==> src/rtl/imem_fetch_ctrl_if.sv <==
// Fetch-side bundle: instruction memory port, redirect input, decode handshake and status.
interface imem_fetch_ctrl_if;
    logic [31:0] pc;
    logic [31:0] instruction;
    logic        redirect_valid;
    logic [31:0] redirect_pc;
    logic        out_valid;
    logic        out_ready;
    logic [31:0] out_instr;
    logic [31:0] out_pc;
    logic        stopped;
    logic        fault;
    logic [31:0] retired_count;

    modport ctrl (
        output pc, out_valid, out_instr, out_pc, stopped, fault, retired_count,
        input  instruction, redirect_valid, redirect_pc, out_ready
    );

    modport env (
        input  pc, out_valid, out_instr, out_pc, stopped, fault, retired_count,
        output instruction, redirect_valid, redirect_pc, out_ready
    );
endinterface

==> src/rtl/imem_fetch_ctrl.sv <==
// Instruction fetch controller: PC register, 2-entry {pc, instr} buffer toward decode,
// redirect handling with FETCH/STOPPED/FAULT states.
module imem_fetch_ctrl #(
    parameter int unsigned NUM_INST = 128,
    parameter logic [31:0] RESET_PC = 32'h0
) (
    input  logic             clk,
    input  logic             reset,
    imem_fetch_ctrl_if.ctrl  bus
);
    localparam logic [32:0] LIMIT = 33'(NUM_INST) * 33'd4;

    typedef enum logic [1:0] {S_FETCH, S_STOPPED, S_FAULT} state_e;

    state_e            state_q, state_d;
    logic [31:0]       pc_q, pc_d;
    logic [1:0][31:0]  epc_q, epc_d;
    logic [1:0][31:0]  eins_q, eins_d;
    logic [1:0]        cnt_q, cnt_d;
    logic [31:0]       retired_q, retired_d;

    logic        pop, fetch, redir;
    logic [1:0]  cnt_base;
    logic [32:0] pc_inc;

    assign pop    = (cnt_q != 2'd0) && bus.out_ready;
    assign redir  = (state_q != S_FAULT) && bus.redirect_valid;
    // A full buffer still accepts a fetch when the head leaves in the same cycle.
    assign fetch  = (state_q == S_FETCH) && !bus.redirect_valid && ((cnt_q != 2'd2) || pop);
    assign pc_inc = {1'b0, pc_q} + 33'd4;

    always_comb begin
        state_d   = state_q;
        pc_d      = pc_q;
        epc_d     = epc_q;
        eins_d    = eins_q;
        retired_d = retired_q;
        cnt_base  = cnt_q - {1'b0, pop};
        cnt_d     = cnt_base;

        if (pop) begin
            retired_d = retired_q + 32'd1;
            epc_d[0]  = epc_q[1];
            eins_d[0] = eins_q[1];
        end

        if (redir) begin
            cnt_d = 2'd0;
            if (bus.redirect_pc[1:0] != 2'b00) begin
                state_d = S_FAULT;
            end else begin
                pc_d    = bus.redirect_pc;
                state_d = ({1'b0, bus.redirect_pc} < LIMIT) ? S_FETCH : S_STOPPED;
            end
        end else if (fetch) begin
            epc_d[cnt_base[0]]  = pc_q;
            eins_d[cnt_base[0]] = bus.instruction;
            cnt_d               = cnt_base + 2'd1;
            pc_d                = pc_inc[31:0];
            if (pc_inc >= LIMIT) state_d = S_STOPPED;
        end
    end

    always_ff @(posedge clk) begin
        if (reset) begin
            state_q   <= S_FETCH;
            pc_q      <= RESET_PC;
            epc_q     <= '0;
            eins_q    <= '0;
            cnt_q     <= 2'd0;
            retired_q <= 32'd0;
        end else begin
            state_q   <= state_d;
            pc_q      <= pc_d;
            epc_q     <= epc_d;
            eins_q    <= eins_d;
            cnt_q     <= cnt_d;
            retired_q <= retired_d;
        end
    end

    assign bus.pc            = pc_q;
    assign bus.out_valid     = (cnt_q != 2'd0);
    assign bus.out_instr     = (cnt_q != 2'd0) ? eins_q[0] : 32'd0;
    assign bus.out_pc        = (cnt_q != 2'd0) ? epc_q[0]  : 32'd0;
    assign bus.stopped       = (state_q == S_STOPPED);
    assign bus.fault         = (state_q == S_FAULT);
    assign bus.retired_count = retired_q;
endmodule

==> src/flat_wrapper.sv <==
// flat-port wrapper written by rule: the top's interface ports become plain ports
module imem_fetch_ctrl_flat 
#(
    parameter int unsigned NUM_INST = 128,
    parameter logic [31:0] RESET_PC = 32'h0
)
  (clk, reset, bus_pc, bus_out_valid, bus_out_instr, bus_out_pc, bus_stopped, bus_fault, bus_retired_count, bus_instruction, bus_redirect_valid, bus_redirect_pc, bus_out_ready);
  imem_fetch_ctrl_if bus_i ();
  input  logic clk;
  input  logic reset;
  output wire logic [$bits(bus_i.pc)-1:0] bus_pc;
  output wire logic [$bits(bus_i.out_valid)-1:0] bus_out_valid;
  output wire logic [$bits(bus_i.out_instr)-1:0] bus_out_instr;
  output wire logic [$bits(bus_i.out_pc)-1:0] bus_out_pc;
  output wire logic [$bits(bus_i.stopped)-1:0] bus_stopped;
  output wire logic [$bits(bus_i.fault)-1:0] bus_fault;
  output wire logic [$bits(bus_i.retired_count)-1:0] bus_retired_count;
  input wire logic [$bits(bus_i.instruction)-1:0] bus_instruction;
  input wire logic [$bits(bus_i.redirect_valid)-1:0] bus_redirect_valid;
  input wire logic [$bits(bus_i.redirect_pc)-1:0] bus_redirect_pc;
  input wire logic [$bits(bus_i.out_ready)-1:0] bus_out_ready;
  assign bus_pc = bus_i.pc;
  assign bus_out_valid = bus_i.out_valid;
  assign bus_out_instr = bus_i.out_instr;
  assign bus_out_pc = bus_i.out_pc;
  assign bus_stopped = bus_i.stopped;
  assign bus_fault = bus_i.fault;
  assign bus_retired_count = bus_i.retired_count;
  assign bus_i.instruction = bus_instruction;
  assign bus_i.redirect_valid = bus_redirect_valid;
  assign bus_i.redirect_pc = bus_redirect_pc;
  assign bus_i.out_ready = bus_out_ready;
  imem_fetch_ctrl #(.NUM_INST(NUM_INST), .RESET_PC(RESET_PC)) u_core (.clk(clk), .reset(reset), .bus(bus_i));
endmodule
==> config.mk <==
export PLATFORM = sky130hd
export DESIGN_NAME = imem_fetch_ctrl_flat
export DESIGN_NICKNAME = d
export VERILOG_FILES = /design/src/rtl/imem_fetch_ctrl_if.sv /design/src/rtl/imem_fetch_ctrl.sv /design/src/flat_wrapper.sv
export SDC_FILE = /design/constraint.sdc
export NUM_CORES = 1
export LEC_CHECK = 0
export ABC_AREA = 1
export ABC_CLOCK_PERIOD_IN_PS = 2550
export CAP_MARGIN = 0
export CORE_MARGIN = 4
export CORE_UTILIZATION = 45
export DETAILED_ROUTE_END_ITERATION = 7
export PLACE_DENSITY_LB_ADDON = 0.05
export SLEW_MARGIN = 20
export SYNTH_ARGS = -nofsm -noshare
export SYNTH_HDL_FRONTEND = slang
export SYNTH_SLANG_ARGS = --single-unit
==> constraint.sdc <==
create_clock -name clk -period 2.55 [get_ports clk]
set_clock_uncertainty 0.15 [all_clocks]
set_input_delay 0.3825 -clock clk [delete_from_list [all_inputs] [get_ports clk]]
set_output_delay 0.3825 -clock clk [all_outputs]
set_load 0.005 [all_outputs]
==> impl_metrics.csv <==
group,metric,value,unit
status,run_status,"finished clean",
yosys,postSynth.topFlopCell,"sky130_fd_sc_hd__dfxtp_1",
timing,grt_setup_unrepaired,"false",
yosys,mean_instance_size_in_the_synthesized_netlist,6.66,um2
place,dpl.cell_count,1880,
layout,layout.cells.most_common,"sky130_fd_sc_hd__nor2_1",
power_and_ir_drop,ir_worst_vdd,0.492,mV
yosys,count_of_flip_flops_with_a_built_in_enable_after_synthesis,0,
yosys,synth-seq-area-share,0.409,
timing,achievable-frequency,407,MHz
floorplan,die_y,154,um
cts,cts_buffers,17,
layout,fin_cells,1912,
floorplan,fp.dieArea,23700,um2
yosys,synthesis.nets,1513,
layout,area_growth,32.4,%
layout,fin_nets,1695,
yosys,synth_warnings,0,
yosys,synth_area_leader_cell,"sky130_fd_sc_hd__dfxtp_1",
global_routing,grt_use_total,0.238,
critical_path,setup.worst_path.class,"reg -> out",
timing,final_max_slew_viol_count,0,
timing,tightest_slew,522,ps
routing,detailroute.via_count,9836,
timing,setup_viol,0,
place,io_buffer_count,198,
power_and_ir_drop,power_frac_comb,0.201,
cts,tritoncts,"built",
cts,clock_tree.buffer_depth,2,
global_routing,grt_pass1_wl,46.9,mm
power_and_ir_drop,switching_share,0.308,
power_and_ir_drop,internal-power,0.00527,W
power_and_ir_drop,share_clk_of_total_power,0.343,
global_routing,grt_remaining_overflow,0,
routing,postRouteWirelength,28.5,mm
routing,wl_per_cell,14.9,um
critical_path,worstPathCellList,"nor2_4 -> buf_12 -> nor2_1 -> clkdlybuf4s50_1",
yosys,ys_async_sr_fraction,0,
critical_path,endpoint_kind,"primary output",
place,placed_instance_area,12100,um2
worst_hold_path,hold_path.class,"reg -> reg",
yosys,synth_area_leaders,"sky130_fd_sc_hd__dfxtp_1 41%, sky130_fd_sc_hd__o21ai_0 11%, sky130_fd_sc_hd__nor2_1 9.0%",
floorplan,die_w,154,um
timing,hold_vio_cnt_final,0,
critical_path,startpoint_type,"register",
layout,finalCoreUtilization,0.605,
yosys,ys_seq_elements,196,
global_routing,grt_start_max_net_pins,108,
power_and_ir_drop,total_leakage_power,4.58,nW
power_and_ir_drop,seqPwrFrac,0.456,
floorplan,effective_utilization_at_floorplan,0.457,
cts,htreeDepth,4,
place,hpwlAfterDp,19.9,mm
yosys,syn-instance-count,1442,
power_and_ir_drop,cellPowerDensity,600,nW/um2
global_routing,number_of_antenna_violations_at_the_first_check_in_global_routing,0,
cts,numClockSinks,196,
routing,initialDrtViolationCount,631,
routing,viasPerCell,5.14,
layout,layout_common_cells,"227 x sky130_fd_sc_hd__nor2_1, 222 x sky130_fd_sc_hd__nand2_1, 212 x sky130_fd_sc_hd__o21ai_0",
floorplan,num_rows,53,
yosys,post_synth_num_cell_types,35,
layout,post_route_cells_drive_above_1_share,0.0715,
flow_run,drv.max_cap_violation_count,0,
floorplan,io_pins,199,
critical_path,critical_path_required,2020,ps
critical_path,crit_slowest_cell,"sky130_fd_sc_hd__clkdlybuf4s50_1",
cts,clk_latency,440,ps
timing,min_period,2460,ps
yosys,yosysTopAreaCellShare,0.409,
routing,route.detailed.drc,0,
critical_path,critPathArrivalTime,1920,ps
floorplan,design.core.area,21000,um2
layout,antenna-diode-count,0,
routing,firstDrtPassIters,5,
layout,stdcell_area,12700,um2
timing,max_transition_margin,0.652,
critical_path,critical_path_peak_fanout,64,
cts,cts.clk_slew.worst_paths,70,ps
place,place.gp.congestion,0.933,
timing,finalCritPeriodShare,0.963,
routing,final_antenna_net_count,0,
global_routing,via_count_of_the_first_global_routing_pass,9221,
yosys,synth_area,9600,um2
power_and_ir_drop,net-switching-power,0.00235,W
cts,ctsRootBufferMaster,"sky130_fd_sc_hd__clkbuf_16",
critical_path,critPathMaxStageDelay,550,ps
repair_timing:
action,in CTS,in global routing
hold buffers,0,0
setup endpoints to repair,0,1
buffers inserted,0,0
gates resized for setup,0,3
synthesized netlist by cell type, types with 4 or more instances:
cell type	instances
sky130_fd_sc_hd__a21oi_1	112
sky130_fd_sc_hd__dfxtp_1	196
sky130_fd_sc_hd__nor2_1	231
sky130_fd_sc_hd__nand3_1	31
sky130_fd_sc_hd__xnor2_1	4
sky130_fd_sc_hd__nand2_2	4
sky130_fd_sc_hd__clkbuf_1	73
sky130_fd_sc_hd__nand4_1	7
sky130_fd_sc_hd__inv_1	191
sky130_fd_sc_hd__a221oi_1	18
sky130_fd_sc_hd__nand3_2	5
sky130_fd_sc_hd__inv_2	4
sky130_fd_sc_hd__o21ai_0	212
sky130_fd_sc_hd__nor4_1	8
sky130_fd_sc_hd__nor3_1	58
sky130_fd_sc_hd__nand2_1	223
sky130_fd_sc_hd__a31oi_1	5
sky130_fd_sc_hd__nor2_4	9
sky130_fd_sc_hd__buf_2	6
sky130_fd_sc_hd__xor2_1	16
final cells by class:
class | count | area (um2)
fillers | 2012 | 8310
multi-input cells | 967 | 4660
flip-flops and latches | 196 | 3920
repair buffers | 245 | 2470
inverters | 197 | 741
clock buffers | 18 | 429
well taps | 275 | 344
clock inverters | 14 | 140
routing by layer:
metal,share of wire,wire (um),up-vias,track usage
met5,0,0,-,0
met4,0.023,665,0,0.0761
met3,0.059,1700,42,0.0377
met2,0.45,13000,299,0.380
met1,0.46,13200,4484,0.332
li1,-,-,5011,-
sequential cells by signal, summed over array words and instances (netlist names):
name	count
u_core.cnt_q	2
u_core.bus.pc	32
u_core.epc_q	64
u_core.state_q	2
u_core.bus.retired_count	32
u_core.eins_q	64
kinds of logic (layout without fill, tap and decap cells):
| family | after synthesis | in the layout | share of synthesized area |
|---|---|---|---|
| and+or+nand+nor | 588 | 588 | 0.263 |
| AOI/OAI and AO/OA | 356 | 356 | 0.196 |
| buffers and inverters | 279 | 474 | 0.110 |
| DFF | 196 | 196 | 0.409 |
| xor gates and xnor gates | 20 | 20 | 0.0182 |
| adders and majority gates | 3 | 3 | 0.00391 |
critical path: cells and delay by family (launching register included):
family	cells	cell delay (ps)
simple gates	2	310
flops	1	430
buf+inv	2	760
power groups by stage:
stage	registers (W)	logic, W	clock network (W)
after global routing	0.00350	0.00173	0.00278
after CTS	0.00347	0.00154	0.00267
after detailed placement	0.00354	0.00153	0
after global placement	0.00354	0.00151	0
after floorplan	0.00351	0.000877	0
final	0.00347	0.00153	0.00261
per-stage QoR:
| step | setup TNS, ps | power [W] | setup WS (ps) | hold WS, ps |
|---|---|---|---|---|
| 6_report | 0 | 0.00762 | 93.8 | 297 |
| 3_3_place_gp | 0 | 0.00505 | 36.1 | 282 |
| 3_5_place_dp | -22.3 | 0.00507 | -19.2 | 287 |
| 4_1_cts | 0 | 0.00769 | 51.7 | 298 |
| 2_1_floorplan | 0 | 0.00438 | 257 | 275 |
| 5_1_grt | 0 | 0.00802 | 9.93 | 316 |
worst paths after layout:
| path | slack (ps) | start | to | cells past startpoint |
|---|---|---|---|---|
| worst min register to register | 300 | u_core.epc_q[35]$_SDFFE_PP0P_ | u_core.epc_q[35]$_SDFFE_PP0P_ | 2 |
| worst max-delay path | 90 | u_core.cnt_q[1]$_SDFF_PP0_ | bus_out_pc[5] | 4 |
| worst min-delay path | 300 | u_core.epc_q[35]$_SDFFE_PP0P_ | u_core.epc_q[35]$_SDFFE_PP0P_ | 2 |
| worst max register to register | 220 | u_core.bus.pc[3]$_SDFFE_PP0P_ | u_core.state_q[0]$_SDFFE_PP0P_ | 14 |
No activity file was read; power rests on OpenSTA's default activity.
